**src/rtl/mux_out_fifo_if.sv**
```systemverilog
// Handshake/bus bundle between the lane-mux side, mux_out_fifo and its consumer.
// The err signal exists only when FIFO_ERR_EN is defined.
interface mux_out_fifo_if #(
    parameter int DATA_W = 8,
    parameter int DEPTH  = 4
);
    localparam int CNT_W = $clog2(DEPTH) + 1;

    logic [DATA_W-1:0] data_in;
    logic              valid_in;
    logic              pop;
    logic [DATA_W-1:0] data_out;
    logic              valid_out;
    logic              full;
    logic              empty;
    logic              almost_full;
    logic              almost_empty;
    logic [CNT_W-1:0]  count;
`ifdef FIFO_ERR_EN
    logic              err;
`endif

    // master: the environment driving pushes/pops; slave: the FIFO itself
    modport master (
        output data_in, valid_in, pop,
        input  data_out, valid_out, full, empty, almost_full, almost_empty, count
`ifdef FIFO_ERR_EN
        , input err
`endif
    );

    modport slave (
        input  data_in, valid_in, pop,
        output data_out, valid_out, full, empty, almost_full, almost_empty, count
`ifdef FIFO_ERR_EN
        , output err
`endif
    );
endinterface

```
**src/rtl/mux_out_fifo.sv**
```systemverilog
// Elastic FIFO behind the 2:1 lane mux: registered read, no fall-through, occupancy flags.
// Define FIFO_ERR_EN to add a sticky overflow/underflow err output.
module mux_out_fifo #(
    parameter int DATA_W = 8,
    parameter int DEPTH  = 4,
    parameter int AF_THR = 3,
    parameter int AE_THR = 1
) (
    input  logic            f2,
    input  logic            reset,
    mux_out_fifo_if.slave   bus
);
    localparam int PTR_W = $clog2(DEPTH);
    localparam int CNT_W = PTR_W + 1;

    logic [DATA_W-1:0] mem [DEPTH];

    logic [PTR_W-1:0]  wr_ptr_reg;
    logic [PTR_W-1:0]  rd_ptr_reg;
    logic [CNT_W-1:0]  count_reg;
    logic [CNT_W-1:0]  count_next;
    logic [DATA_W-1:0] data_out_reg;
    logic              valid_out_reg;

    logic full_flag;
    logic empty_flag;
    logic push_ok;
    logic pop_ok;

    assign full_flag  = (count_reg == CNT_W'(DEPTH));
    assign empty_flag = (count_reg == '0);

    // A full FIFO still takes a push when the same edge pops; an empty one never fall-throughs.
    assign pop_ok  = bus.pop && !empty_flag;
    assign push_ok = bus.valid_in && (!full_flag || bus.pop);

    always_comb begin
        count_next = count_reg;
        case ({push_ok, pop_ok})
            2'b10:   count_next = count_reg + CNT_W'(1);
            2'b01:   count_next = count_reg - CNT_W'(1);
            default: count_next = count_reg;
        endcase
    end

    // Storage array kept free of reset so it maps onto block RAM.
    always_ff @(posedge f2) begin
        if (push_ok && !reset) begin
            mem[wr_ptr_reg] <= bus.data_in;
        end
    end

    always_ff @(posedge f2) begin
        if (reset) begin
            wr_ptr_reg    <= '0;
            rd_ptr_reg    <= '0;
            count_reg     <= '0;
            data_out_reg  <= '0;
            valid_out_reg <= 1'b0;
        end else begin
            count_reg     <= count_next;
            valid_out_reg <= pop_ok;
            if (push_ok) begin
                wr_ptr_reg <= wr_ptr_reg + PTR_W'(1);
            end
            if (pop_ok) begin
                data_out_reg <= mem[rd_ptr_reg];
                rd_ptr_reg   <= rd_ptr_reg + PTR_W'(1);
            end
        end
    end

`ifdef FIFO_ERR_EN
    logic err_reg;

    always_ff @(posedge f2) begin
        if (reset) begin
            err_reg <= 1'b0;
        end else if ((bus.valid_in && full_flag && !bus.pop) || (bus.pop && empty_flag)) begin
            err_reg <= 1'b1;
        end
    end

    assign bus.err = err_reg;
`endif

    assign bus.data_out     = data_out_reg;
    assign bus.valid_out    = valid_out_reg;
    assign bus.count        = count_reg;
    assign bus.full         = full_flag;
    assign bus.empty        = empty_flag;
    assign bus.almost_full  = (count_reg >= CNT_W'(AF_THR));
    assign bus.almost_empty = (count_reg <= CNT_W'(AE_THR));
endmodule
```
**src/flat_wrapper.sv**
```systemverilog
// flat-port wrapper written by rule: the top's interface ports become plain ports
module mux_out_fifo_flat 
#(
    parameter int DATA_W = 8,
    parameter int DEPTH  = 4,
    parameter int AF_THR = 3,
    parameter int AE_THR = 1
)
  (f2, reset, bus_data_in, bus_valid_in, bus_pop, bus_data_out, bus_valid_out, bus_full, bus_empty, bus_almost_full, bus_almost_empty, bus_count);
  mux_out_fifo_if #(.DATA_W(DATA_W), .DEPTH(DEPTH)) bus_i ();
  input  logic f2;
  input  logic reset;
  input wire logic [$bits(bus_i.data_in)-1:0] bus_data_in;
  input wire logic [$bits(bus_i.valid_in)-1:0] bus_valid_in;
  input wire logic [$bits(bus_i.pop)-1:0] bus_pop;
  output wire logic [$bits(bus_i.data_out)-1:0] bus_data_out;
  output wire logic [$bits(bus_i.valid_out)-1:0] bus_valid_out;
  output wire logic [$bits(bus_i.full)-1:0] bus_full;
  output wire logic [$bits(bus_i.empty)-1:0] bus_empty;
  output wire logic [$bits(bus_i.almost_full)-1:0] bus_almost_full;
  output wire logic [$bits(bus_i.almost_empty)-1:0] bus_almost_empty;
  output wire logic [$bits(bus_i.count)-1:0] bus_count;
  assign bus_i.data_in = bus_data_in;
  assign bus_i.valid_in = bus_valid_in;
  assign bus_i.pop = bus_pop;
  assign bus_data_out = bus_i.data_out;
  assign bus_valid_out = bus_i.valid_out;
  assign bus_full = bus_i.full;
  assign bus_empty = bus_i.empty;
  assign bus_almost_full = bus_i.almost_full;
  assign bus_almost_empty = bus_i.almost_empty;
  assign bus_count = bus_i.count;
  mux_out_fifo #(.DATA_W(DATA_W), .DEPTH(DEPTH), .AF_THR(AF_THR), .AE_THR(AE_THR)) u_core (.f2(f2), .reset(reset), .bus(bus_i));
endmodule
```
**config.mk**
```make
export PLATFORM = sky130hd
export DESIGN_NAME = mux_out_fifo_flat
export DESIGN_NICKNAME = d
export VERILOG_FILES = /design/src/rtl/mux_out_fifo_if.sv /design/src/rtl/mux_out_fifo.sv /design/src/flat_wrapper.sv
export SDC_FILE = /design/constraint.sdc
export NUM_CORES = 1
export LEC_CHECK = 0
export BUFFER_PORTS_ARGS = -buffer_cell sky130_fd_sc_hd__buf_2
export CORE_MARGIN = 2
export CORE_UTILIZATION = 51
export DETAILED_ROUTE_END_ITERATION = 10
export PLACE_DENSITY = 0.72
export SLEW_MARGIN = 25
export SYNTH_ARGS = -nofsm -noshare
export SYNTH_HDL_FRONTEND = slang
export SYNTH_SLANG_ARGS = --single-unit
```
**constraint.sdc**
```tcl
create_clock -name f2 -period 2.7 [get_ports f2]
set_input_delay 0.54 -clock f2 [delete_from_list [all_inputs] [get_ports f2]]
set_output_delay 0.54 -clock f2 [all_outputs]
set_load 0.02 [all_outputs]
```
==> results of run 1 <==
[power by group]
part	switching [mW]	internal, mW	total, mW
registers	0.0801	0.861	0.941
clock network	0.212	0.277	0.489
logic	0.401	0.250	0.651
total	0.693	1.39	2.08
[final cells by class]
| class | count | area (um2) |
|---|---|---|
| clock buffer | 7 | 76.3 |
| clock inverter | 1 | 30.0 |
| fill | 288 | 1440 |
| inverter | 9 | 36.3 |
| multi-input combinational | 78 | 631 |
| sequential | 48 | 1280 |
| tap | 48 | 60.1 |
| timing repair buffer | 31 | 165 |
[placed cells by master, fill, tap and decap left out, types with 2 or more instances in the layout]
cell type,count
o21ai_1,3
dfxtp_1,16
inv_1,7
buf_4,4
o21ai_0,10
nor2_1,6
nand3_1,11
clkbuf_8,5
mux4_2,8
xor2_1,2
edfxtp_1,32
buf_2,27
nor3b_1,4
a21oi_1,13
ha_1,9
and3b_1,2
clkbuf_1,2
[per-layer routing]
layer | GRT usage, % | routed length (um)
met1 | 21.5 | 1460
met5 | 0 | 0
met4 | 4.59 | 34
met3 | 3.55 | 117
met2 | 31.5 | 1830
[critical path: cells and delay by family (launching register included)]
family,cells,cell delay [ns]
and+or+nand+nor,1,0.33
adders and majority gates,1,0.24
DFF,1,0.39
buffers and inverters,3,0.42
[logic make-up (layout without fill, tap and decap cells)]
| kind of cell | Yosys count | after routing | synth area share [%] |
|---|---|---|---|
| xor+xnor | 2 | 2 | 0.880 |
| mux | 8 | 8 | 9.05 |
| buf+inv | 17 | 48 | 3.96 |
| compound gates | 29 | 29 | 7.67 |
| flops | 48 | 48 | 64.4 |
| fa+ha+maj | 9 | 9 | 5.66 |
| simple gates | 30 | 30 | 8.42 |
[how the worst min path moves through the flow]
stage,start,endpoint,slack [ns]
6_report,bus_data_in[5],u_core.mem[3][5]$_DFFE_PP_,0.46
5_1_grt,bus_data_in[5],u_core.mem[3][5]$_DFFE_PP_,0.46
4_1_cts,bus_data_in[4],u_core.mem[0][4]$_DFFE_PP_,0.46
3_5_place_dp,u_core.bus.data_out[2]$_SDFFE_PP0N_,u_core.bus.data_out[2]$_SDFFE_PP0N_,0.47
3_3_place_gp,u_core.bus.data_out[2]$_SDFFE_PP0N_,u_core.bus.data_out[2]$_SDFFE_PP0N_,0.47
2_1_floorplan,u_core.wr_ptr_reg[0]$_SDFFE_PP0P_,u_core.wr_ptr_reg[0]$_SDFFE_PP0P_,0.48
[metrics by stage]
stage	power, mW	area (um2)	std cells	util, %	setup WS, ns
finish	2.08	2280	222	61.3	0.493
global route	2.21	2280	222	61.3	0.347
CTS	2.11	2280	222	61.3	0.474
detailed placement	1.62	2170	214	58.5	0.660
global placement	1.59	2170	214	58.5	0.822
floorplan	1.47	1990	143	-	0.533
==> out/results.ini, run 1 <==
[global_routing]
gr-total-overflow=0
track_usage_pct=17.5
grt_pass1_wl_um=5580
grt_pass1_vias=1163
grt_max_degree=21
antenna_found_initial=0

[clock_network]
cts_root_buffer=clkbuf_8
cts_buffer_depth=2
insertion_delay_ns=0.29
cts-htree-levels=2
holdBufCountCts=0
postCtsSetupBuffers=0
numClockSinks=48
cts_buffers=5
cts_tree=built
cts_resized=0
path_clk_slew_ns=0.08

[critical_path]
crit_start=u_core.bus.count[0]$_SDFFE_PP0P_
r2r_slack_ns=0.65
critPathRequiredTime_ns=2.16
critPathCaptureType=output pin
startpoint_type=register
reg2reg_depth=9
critPathMaxFanout=14
r2r-end=u_core.bus.count[1]$_SDFFE_PP0P_
r2r-start=u_core.bus.count[0]$_SDFFE_PP0P_
critical_path.slowest_cell=dfxtp_1
worstSetupPathType=register to output pin
max_stage_delay_ns=0.39
critical_path_arrival_ns=1.67
path_cells=inv_1 -> ha_1 -> nand2b_1 -> inv_4 -> buf_2
crit_path_end=bus_empty

[detailed_routing]
dr.pass1.iters=4
wl_um=3440
drcViolationCount=0
vias=1208
routedWlPerCell_um=15.5
vias_per_cell=5.44
antenna_left=0
drtIter0Drc=36

[timing]
period_needed_ns=2.21
max_slew_margin_pct=58.2
skew_ns=0.00464
hold_viol=0
finalSetupTns_ns=0
worst_pin_slew_ns=0.626
slew_violations=0
rsz0062_at_grt=false
min_period_over_period_pct=81.8
hold_slack_ns=0.461
max_freq_ghz=0.453
setup_viol=0

[yosys]
synth_top_area_cell=edfxtp_1
yosysSeqAreaShare_pct=64.4
yosysWarnings=0
synth_area_leaders=edfxtp_1 (48%), dfxtp_1 (16%), mux4_2 (9.1%)
synth_cell_types=29
synth_seq_cells=48
synthArstFlopShare_pct=0
synth_most_common_cell=edfxtp_1
synth_top_area_share_pct=48.3
ys.flop_type=edfxtp_1
synth_edf_count=32
synth_fp_nets=164
synth.avg_cell_area_um2=13.9
netlist_area_um2=1990
yosys-top-cells-count=edfxtp_1 (32), dfxtp_1 (16), a21oi_1 (13)
synthCells=143

[pwr]
vdd_drop_max_mv=0.422
leakage_nw=0.858
powerDensity_nw_per_um2=913

[final_layout]
antenna_cells=0
drive_gt1_share_pct=26.4
area_growth_pct=14.5
nNetsFinal=194
largest_reg_flops=32

[place]
io_buffer_count=27
dp_hpwl_um=2450
place.gp.congestion=0.753

[floorplanning]
boundaryPins=28
die_y_um=66.5
start_util_pct=53.6
die-area_um2=4420
std_cell_rows=22
core_area_um2=3720
die_x_um=66.5

[outcome]
status=complete, no violations

[worst_hold_path]
min_path_type=input port to register
whs_path_depth=1

[job]
cap_violations=0

Note: power is estimated with default switching activity, not from simulation.
==> inputs of run 2 (changes only) <==
- CORE_UTILIZATION: 51 -> 50
- PLACE_DENSITY: 0.72 -> 0.74
- clock period: 2.7 -> 1.8 ns (I/O delays scaled with it)
==> out/results.ini, run 2 (synthesis results as in run 1) <==
[outcome]
status=complete, no violations

[clock_network]
numClockSinks=48
cts_buffer_depth=2
cts-htree-levels=2
insertion_delay_ns=0.30
cts_tree=built
path_clk_slew_ns=0.09
cts_buffers=5
cts_root_buffer=clkbuf_8
holdBufCountCts=0

[critical_path]
critical_path_arrival_ns=1.36
r2r-end=u_core.mem[0][7]$_DFFE_PP_
critPathMaxFanout=8
reg2reg_depth=7
critPathCaptureType=output pin
r2r_slack_ns=0.12
startpoint_type=register
worstSetupPathType=register to output pin
r2r-start=u_core.bus.count[0]$_SDFFE_PP0P_
crit_start=u_core.bus.count[1]$_SDFFE_PP0P_
critPathRequiredTime_ns=1.44
crit_path_end=bus_empty

[final_layout]
antenna_cells=0
area_growth_pct=21.4
layout_commonest_cell=edfxtp_1
final_cell_count_no_fill=230
final_util_pct=64.5
mostFrequentLayoutCells=edfxtp_1 (32), buf_2 (26), a21oi_1 (13), buf_4 (13), dfxtp_1 (13)
fillers=297
largest_reg_flops=32
nNetsFinal=202
drive_gt1_share_pct=37.9

[place]
placed_cells=220
dp_hpwl_um=2460
place.gp.congestion=0.719
io_buffer_count=27

[floorplanning]
boundaryPins=28
die_y_um=67.1
die_x_um=67.1
start_util_pct=53.2
core_area_um2=3740
die-area_um2=4500
std_cell_rows=22

[global_routing]
grt_max_degree=21
antenna_found_initial=0
grt_pass1_vias=1265
grt_pass1_wl_um=6030
gr-total-overflow=0
track_usage_pct=18.8

[job]
cap_violations=0

[pwr]
vdd_drop_max_mv=0.741
p_int_mw=2.28
seq_power_share_pct=40.7
switching_share_pct=33.4
p_switching_mw=1.14
combinationalPowerShare_pct=35.8
leakage_nw=0.915
powerDensity_nw_per_um2=1420
clkPwrFrac_pct=23.5

[detailed_routing]
drtIter0Drc=63
drcViolationCount=0
dr.pass1.iters=4
vias_per_cell=5.53
antenna_left=0
routedWlPerCell_um=15.7
wl_um=3620
vias=1271

[timing]
finalSetupTns_ns=0
max_freq_ghz=0.581
rsz0062_at_grt=false
max_slew_margin_pct=68.0
period_needed_ns=1.72
skew_ns=0.00788
hold_viol=0
worst_pin_slew_ns=0.479
setup_viol=0
min_period_over_period_pct=95.6
slew_violations=0

[worst_hold_path]
min_path_type=input port to register

## run 2: layout make-up
type	instances	area, um2	share of cell area [%]
repair buffers	39	228	9.43
inverters	9	36.3	1.50
multi-input cells	78	681	28.2
clock inverters	2	38.8	1.61
flip-flops and latches	48	1290	53.4
well taps	48	60.1	2.49
clock buffers	6	82.6	3.42
## run 2: routing by layer
metal | wire (um) | part of all wire [%] | vias to the layer above | track usage [%]
met5 | 0 | 0 | - | 0
met4 | 55 | 1.5 | 0 | 6.38
met3 | 189 | 5.2 | 6 | 6.42
met2 | 1820 | 50 | 35 | 30.2
met1 | 1550 | 43 | 625 | 23.7
li1 | - | - | 605 | -
## run 2: metrics by stage
stage                     instance area [um2]  setup slack (ns)  total power [mW]  hold slack [ns]
after CTS                                2390            0.0535              3.41            0.265
after detailed placement                 2250           -0.0189              2.53            0.467
after global placement                   2250             0.109              2.47            0.466
final                                    2420            0.0798              3.42            0.270
after global routing                     2420           0.00736              3.63            0.263
after floorplan                          2020           0.00576              2.25            0.459
## run 2: critical path: stages, from the launching register on
cell and delay, ns:
dfxtp_4 0.36, inv_2 0.09, ha_4 0.16, nand2b_4 0.07, inv_4 0.09, buf_4 0.14
buf_4 0.14
## run 2: how the worst min path moves through the flow
stage,start,cells past startpoint,slack (ns),to
2_1_floorplan,bus_data_in[0],0,0.46,u_core.mem[0][0]$_DFFE_PP_
3_3_place_gp,u_core.bus.data_out[6]$_SDFFE_PP0N_,2,0.47,u_core.bus.data_out[6]$_SDFFE_PP0N_
3_5_place_dp,u_core.bus.data_out[7]$_SDFFE_PP0N_,2,0.47,u_core.bus.data_out[7]$_SDFFE_PP0N_
4_1_cts,bus_data_in[2],1,0.26,u_core.mem[1][2]$_DFFE_PP_
5_1_grt,bus_data_in[4],1,0.26,u_core.mem[0][4]$_DFFE_PP_
6_report,bus_data_in[6],1,0.27,u_core.mem[3][6]$_DFFE_PP_
## run 2: power groups by stage
stage | Combinational [mW] | Clock, mW | Sequential, mW
finish | 1.23 | 0.803 | 1.39
global route | 1.35 | 0.863 | 1.41
CTS | 1.20 | 0.818 | 1.39
detailed placement | 1.12 | 0 | 1.42
global placement | 1.07 | 0 | 1.40
floorplan | 0.760 | 0 | 1.49
## run 2: what timing repair did
action,in CTS,in global routing
hold endpoints to repair,0,0
pin swaps,0,1
buffers inserted,0,2
endpoints found under the setup margin,3,3
gates resized for setup,6,4
